`src/rtl/fracn_pkg.sv`:
```
// Shared types and constants for the fractional-N multi-modulus divider.
// Holds the FSM state enum, the default minimum ratio and the modulator width.
package fracn_pkg;

    typedef enum logic [1:0] {
        IDLE  = 2'd0,
        LOAD  = 2'd1,
        COUNT = 2'd2
    } state_t;

    localparam int MIN_DIV_DEF = 4;
    localparam int MASH_W      = 4;

endpackage

```
`src/rtl/fracn_mmd_if.sv`:
```
// Control/status bundle between the modulator side and the divider.
// master: drives en, n_int, mash_out; slave: drives div_out, mod_adv, div_val, busy.
interface fracn_mmd_if #(
    parameter int CNT_W = 9
);
    import fracn_pkg::*;

    logic              en;
    logic [7:0]        n_int;
    logic [MASH_W-1:0] mash_out;
    logic              div_out;
    logic              mod_adv;
    logic [CNT_W-1:0]  div_val;
    logic              busy;

    modport master (
        output en, n_int, mash_out,
        input  div_out, mod_adv, div_val, busy
    );

    modport slave (
        input  en, n_int, mash_out,
        output div_out, mod_adv, div_val, busy
    );

endinterface

```
`src/rtl/fracn_ratio_calc.sv`:
```
// Combinational ratio: n_int + sign-extended mash_out, clamped to [MIN_DIV, 2^CNT_W-1].
// Ports: n_int, mash_out in; d (clamped ratio) and clamp (d was limited) out.
module fracn_ratio_calc #(
    parameter int CNT_W   = 9,
    parameter int MIN_DIV = 4
) (
    input  logic [7:0]                   n_int,
    input  logic [fracn_pkg::MASH_W-1:0] mash_out,
    output logic [CNT_W-1:0]             d,
    output logic                         clamp
);
    import fracn_pkg::*;

    // Wide enough for the raw sum and signed compare against both limits.
    localparam int SW = (CNT_W + 2 > 10) ? CNT_W + 2 : 10;

    localparam logic signed [SW-1:0] LO = SW'(MIN_DIV);
    localparam logic signed [SW-1:0] HI = SW'((2 ** CNT_W) - 1);

    logic signed [SW-1:0] n_ext;
    logic signed [SW-1:0] m_ext;
    logic signed [SW-1:0] sum;

    assign n_ext = {{(SW - 8){1'b0}}, n_int};
    assign m_ext = {{(SW - MASH_W){mash_out[MASH_W-1]}}, mash_out};
    assign sum   = n_ext + m_ext;

    always_comb begin
        d     = sum[CNT_W-1:0];
        clamp = 1'b0;
        if (sum < LO) begin
            d     = LO[CNT_W-1:0];
            clamp = 1'b1;
        end else if (sum > HI) begin
            d     = HI[CNT_W-1:0];
            clamp = 1'b1;
        end
    end

endmodule

```
`src/rtl/fracn_mmd_divider.sv`:
```
// Fractional-N MMD divider: counts D VCO cycles per period, D = n_int + mash_out.
// Ports: clk, rst_n, bus (fracn_mmd_if.slave); sat_sticky if FRACN_MMD_SAT_FLAG_EN.
module fracn_mmd_divider #(
    parameter int CNT_W   = 9,
    parameter int MIN_DIV = fracn_pkg::MIN_DIV_DEF
) (
    input  logic        clk,
    input  logic        rst_n,
    fracn_mmd_if.slave  bus
`ifdef FRACN_MMD_SAT_FLAG_EN
    ,
    output logic        sat_sticky
`endif
);
    import fracn_pkg::*;

    state_t           state;
    logic [CNT_W-1:0] cnt;
    logic [CNT_W-1:0] div_val_q;
    logic             div_out_q;
    logic             mod_adv_q;
    logic [CNT_W-1:0] d;
    logic             clamp;
    logic [CNT_W-1:0] half;

    fracn_ratio_calc #(
        .CNT_W   (CNT_W),
        .MIN_DIV (MIN_DIV)
    ) u_calc (
        .n_int    (bus.n_int),
        .mash_out (bus.mash_out),
        .d        (d),
        .clamp    (clamp)
    );

    // ceil(D/2): div_out stays high while the next cnt is at least this.
    assign half = (div_val_q >> 1)
                + {{(CNT_W - 1){1'b0}}, div_val_q[0]};

`ifndef FRACN_MMD_SAT_FLAG_EN
    logic unused_clamp;
    assign unused_clamp = clamp;
`endif

    always_ff @(posedge clk or negedge rst_n) begin
        if (!rst_n) begin
            state     <= IDLE;
            cnt       <= '0;
            div_val_q <= '0;
            div_out_q <= 1'b0;
            mod_adv_q <= 1'b0;
`ifdef FRACN_MMD_SAT_FLAG_EN
            sat_sticky <= 1'b0;
`endif
        end else begin
            unique case (state)
                IDLE: begin
                    div_out_q <= 1'b0;
                    mod_adv_q <= 1'b0;
                    if (bus.en) state <= LOAD;
                end
                LOAD, COUNT: begin
                    if (state == LOAD || (cnt == '0 && bus.en)) begin
                        // Sample cycle: next edge starts a new period.
                        state     <= COUNT;
                        cnt       <= d - 1'b1;
                        div_val_q <= d;
                        div_out_q <= 1'b1;
                        mod_adv_q <= 1'b1;
`ifdef FRACN_MMD_SAT_FLAG_EN
                        if (clamp) sat_sticky <= 1'b1;
`endif
                    end else if (cnt == '0) begin
                        state     <= IDLE;
                        div_out_q <= 1'b0;
                        mod_adv_q <= 1'b0;
                    end else begin
                        cnt       <= cnt - 1'b1;
                        mod_adv_q <= 1'b0;
                        div_out_q <= ((cnt - 1'b1) >= half);
                    end
                end
                default: state <= IDLE;
            endcase
        end
    end

    assign bus.div_out = div_out_q;
    assign bus.mod_adv = mod_adv_q;
    assign bus.div_val = div_val_q;
    assign bus.busy    = (state != IDLE);

endmodule

```
`src/flat_wrapper.sv`:
```
// flat-port wrapper written by rule: the top's interface ports become plain ports
module fracn_mmd_divider_flat import fracn_pkg::*;
#(
    parameter int CNT_W   = 9,
    parameter int MIN_DIV = fracn_pkg::MIN_DIV_DEF
)
  (clk, rst_n, bus_en, bus_n_int, bus_mash_out, bus_div_out, bus_mod_adv, bus_div_val, bus_busy);
  fracn_mmd_if #(.CNT_W(CNT_W)) bus_i ();
  input  logic clk;
  input  logic rst_n;
  input wire logic [$bits(bus_i.en)-1:0] bus_en;
  input wire logic [$bits(bus_i.n_int)-1:0] bus_n_int;
  input wire logic [$bits(bus_i.mash_out)-1:0] bus_mash_out;
  output wire logic [$bits(bus_i.div_out)-1:0] bus_div_out;
  output wire logic [$bits(bus_i.mod_adv)-1:0] bus_mod_adv;
  output wire logic [$bits(bus_i.div_val)-1:0] bus_div_val;
  output wire logic [$bits(bus_i.busy)-1:0] bus_busy;
  assign bus_i.en = bus_en;
  assign bus_i.n_int = bus_n_int;
  assign bus_i.mash_out = bus_mash_out;
  assign bus_div_out = bus_i.div_out;
  assign bus_mod_adv = bus_i.mod_adv;
  assign bus_div_val = bus_i.div_val;
  assign bus_busy = bus_i.busy;
  fracn_mmd_divider #(.CNT_W(CNT_W), .MIN_DIV(MIN_DIV)) u_core (.clk(clk), .rst_n(rst_n), .bus(bus_i));
endmodule
```
`config.mk`:
```
export PLATFORM = sky130hd
export DESIGN_NAME = fracn_mmd_divider_flat
export DESIGN_NICKNAME = d
export VERILOG_FILES = /design/src/rtl/fracn_pkg.sv /design/src/rtl/fracn_mmd_if.sv /design/src/rtl/fracn_ratio_calc.sv /design/src/rtl/fracn_mmd_divider.sv /design/src/flat_wrapper.sv
export SDC_FILE = /design/constraint.sdc
export NUM_CORES = 1
export LEC_CHECK = 0
export BUFFER_PORTS_ARGS = -buffer_cell sky130_fd_sc_hd__clkbuf_2
export CORE_ASPECT_RATIO = 0.6
export CORE_MARGIN = 2
export CORE_UTILIZATION = 25
export DETAILED_ROUTE_END_ITERATION = 7
export PLACE_DENSITY_LB_ADDON = 0.05
export SLEW_MARGIN = 40
export SYNTH_ARGS = -nofsm -noshare
export SYNTH_HDL_FRONTEND = slang
export SYNTH_HIERARCHICAL = 1
export SYNTH_SLANG_ARGS = --single-unit
export TNS_END_PERCENT = 10
```
`constraint.sdc`:
```
create_clock -name clk -period 2.7 [get_ports clk]
set_input_delay 0.27 -clock clk [delete_from_list [all_inputs] [get_ports clk]]
set_output_delay 0.27 -clock clk [all_outputs]
set_load 0.02 [all_outputs]
```
==> impl_metrics.json <==
{
  "grt_pass1_vias": 1946,
  "n_antenna_cell": 0,
  "clk_pin_slew_ns": 0.06,
  "drt_first_pass_iters": 4,
  "clk_path_buf_depth": 2,
  "r2r_setup_slack_ns": 0.10,
  "first_iter_violations": 114,
  "p_int_mw": 1.693,
  "detail_route.wl_per_cell_um": 15.48,
  "synth_fp_nets": 300,
  "comb_power_share_pct": 69.2,
  "slew_headroom_pct": 59.56,
  "setup_viol": 7,
  "vias": 2103,
  "tightest_slew_ns": 0.6066,
  "io_buffers": 26,
  "vdd_drop_max_mv": 0.4121,
  "dp.cells": 452,
  "period_minus_slack_ns": 3.109,
  "drive_above_1_share_pct": 42.98,
  "power_frac_clock_pct": 10.3,
  "layoutNonFillerInstCount": 458,
  "die-area_sq_mm": 0.01005,
  "cp_slowest_cell": "or4b_4",
  "fin_skew_ns": 0.002630,
  "rsz0062_at_grt": "true",
  "ios": 27,
  "yosysWarnings": 6,
  "worstPathRequired_ns": 2.88,
  "syn_inst": 258,
  "synth_area_sq_mm": 0.002311,
  "viasPerCell": 4.592,
  "r2r_end": "u_core/bus.div_out",
  "antenna_found_initial": 0,
  "ant_nets": 0,
  "hold_path.class": "input pin to async pin",
  "critPathLaunchType": "input pin",
  "violations": "negative setup slack",
  "power_frac_seq_pct": 20.5,
  "crit_type": "input pin to flop",
  "cts_tree": "built",
  "grt_pass1_wl_um": 11290,
  "wl_um": 7089,
  "pre_cts_ws_ns": -0.7902,
  "placementRows": 27,
  "p_switching_mw": 1.442,
  "p_per_area_mw_per_mm2": 958.2,
  "area_growth_pct": 41.58,
  "cts_root_buf": "clkbuf_16",
  "place.gp.congestion": 0.7702,
  "outcome": "complete, but fails checks",
  "hold_slack_ns": 0.008035,
  "drv_cap": 0,
  "clock_sinks": 22,
  "grt_max_degree": 23,
  "crit_path_frequent_cell": "ha_4",
  "multiInputGateArea_sq_mm": 0.001832,
  "stdcell_area_sq_mm": 0.003272,
  "dp_hpwl_um": 5859,
  "dpl-instance-area_sq_mm": 0.003009,
  "max_freq_ghz": 0.3217,
  "min_period_over_period_pct": 115.1,
  "fin_ws_ns": -0.4086,
  "crit_end": "u_core/cnt[8]",
  "initial_core_util_pct": 25.43,
  "crit_fanout": 6,
  "p_sw_share_pct": 45.99,
  "clk_latency_ns": 0.26,
  "final_util_pct": 36.00,
  "die_y_um": 78.48,
  "gr-total-overflow": 0,
  "seqCellArea_sq_um": 550.5,
  "arrival_ns": 3.29,
  "reg2reg_from": "u_core/bus.div_val[0]",
  "fp.dieW_um": 128.1,
  "ctsHtreeMaxLevel": 1,
  "track_usage_pct": 14.89,
  "final_hold_viol_count": 0,
  "worstPathCellList": "buf_4, ha_4, a21oi_2, a2111oi_4, o41a_1, o2111a_2, a311oi_2, inv_1, ha_4, or4b_4, nor4_4, xnor2_1, mux2_2, mux2i_1",
  "cts_buffers": 3,
  "nFillCells": 953,
  "crit_start": "bus_mash_out[3]",
  "total_leakage_power_nw": 1.522,
  "postCtsHoldBufs": 0,
  "end_kind": "flop",
  "max_stage_delay_ns": 0.48,
  "core-area_sq_mm": 0.009087,
  "nNetsFinal": 386,
  "drv_slew": 0,
  "ff2ff_path_depth": 12,
  "drc": 0,
  "synth_area_per_cell_sq_um": 8.957
}
-- power groups by stage --
stage	Clock, mW	Combinational [mW]	Sequential [mW]
after floorplan	0	1.25	0.681
after global placement	0	2.06	0.647
after detailed placement	0	2.04	0.646
after CTS	0.342	2.10	0.641
after global routing	0.356	2.41	0.664
final	0.324	2.17	0.642
-- layout by cell type, fill, tap and decap left out, types with 9 or more instances in the layout --
master    instances
clkbuf_2         25
o21ai_0           9
dfrtp_1          22
a21oi_1          10
ha_1             19
nand2_1          25
nor2_1           25
buf_4            64
xor2_1           12
inv_1            17
-- repair_timing --
action,CTS,global route
buffers inserted,0,3
pin swaps,2,7
endpoints found under the setup margin,9,9
resized for setup,16,14
-- sequential cells by signal, summed over array words and instances (netlist names) --
signal / cells
u_core/bus.div_out: 1
u_core/bus.div_val: 9
u_core/bus.mod_adv: 1
u_core/cnt: 9
u_core/state: 2
-- worst max-delay path, delay by kind of cell --
family	cells	cell delay, ns
compound gates	5	1.07
simple gates	2	0.63
fa+ha+maj	2	0.46
mux	2	0.41
buf+inv	2	0.31
xor+xnor	1	0.11
-- worst min path at each step --
stage	from	endpoint	slack [ns]	cells past startpoint
after global placement	rst_n	u_core/cnt[5]	0.33	1
final	rst_n	u_core/cnt[7]	0.008	1
after CTS	rst_n	u_core/cnt[5]	0.04	1
after floorplan	rst_n	u_core/bus.div_out	-0.03	0
after detailed placement	rst_n	u_core/cnt[5]	0.32	1
after global routing	rst_n	u_core/cnt[7]	0.05	1
-- cell type report --
cell class,instances,share of cell area [%]
Inverter,17,1.950
Tap cell,116,4.436
Timing Repair Buffer,89,18.51
Sequential cell,22,16.83
Multi-Input combinational cell,211,55.98
Clock buffer,3,2.294
-- metal layers --
metal,vias up,global-route usage (%),part of all wire (%)
li1,1106,-,-
met2,28,15.67,30
met3,2,3.476,3.2
met5,-,0,0
met4,0,1.648,0.30
met1,967,27.31,66
-- stage by stage --
stage          setup TNS [ns]  power (mW)
6_report               -1.294       3.135
3_5_place_dp           -4.298       2.686
4_1_cts                -1.713       3.084
3_3_place_gp           -4.013       2.705
5_1_grt                -2.240       3.427
2_1_floorplan          -1.329       1.928
No activity file was read; power rests on OpenSTA's default activity.
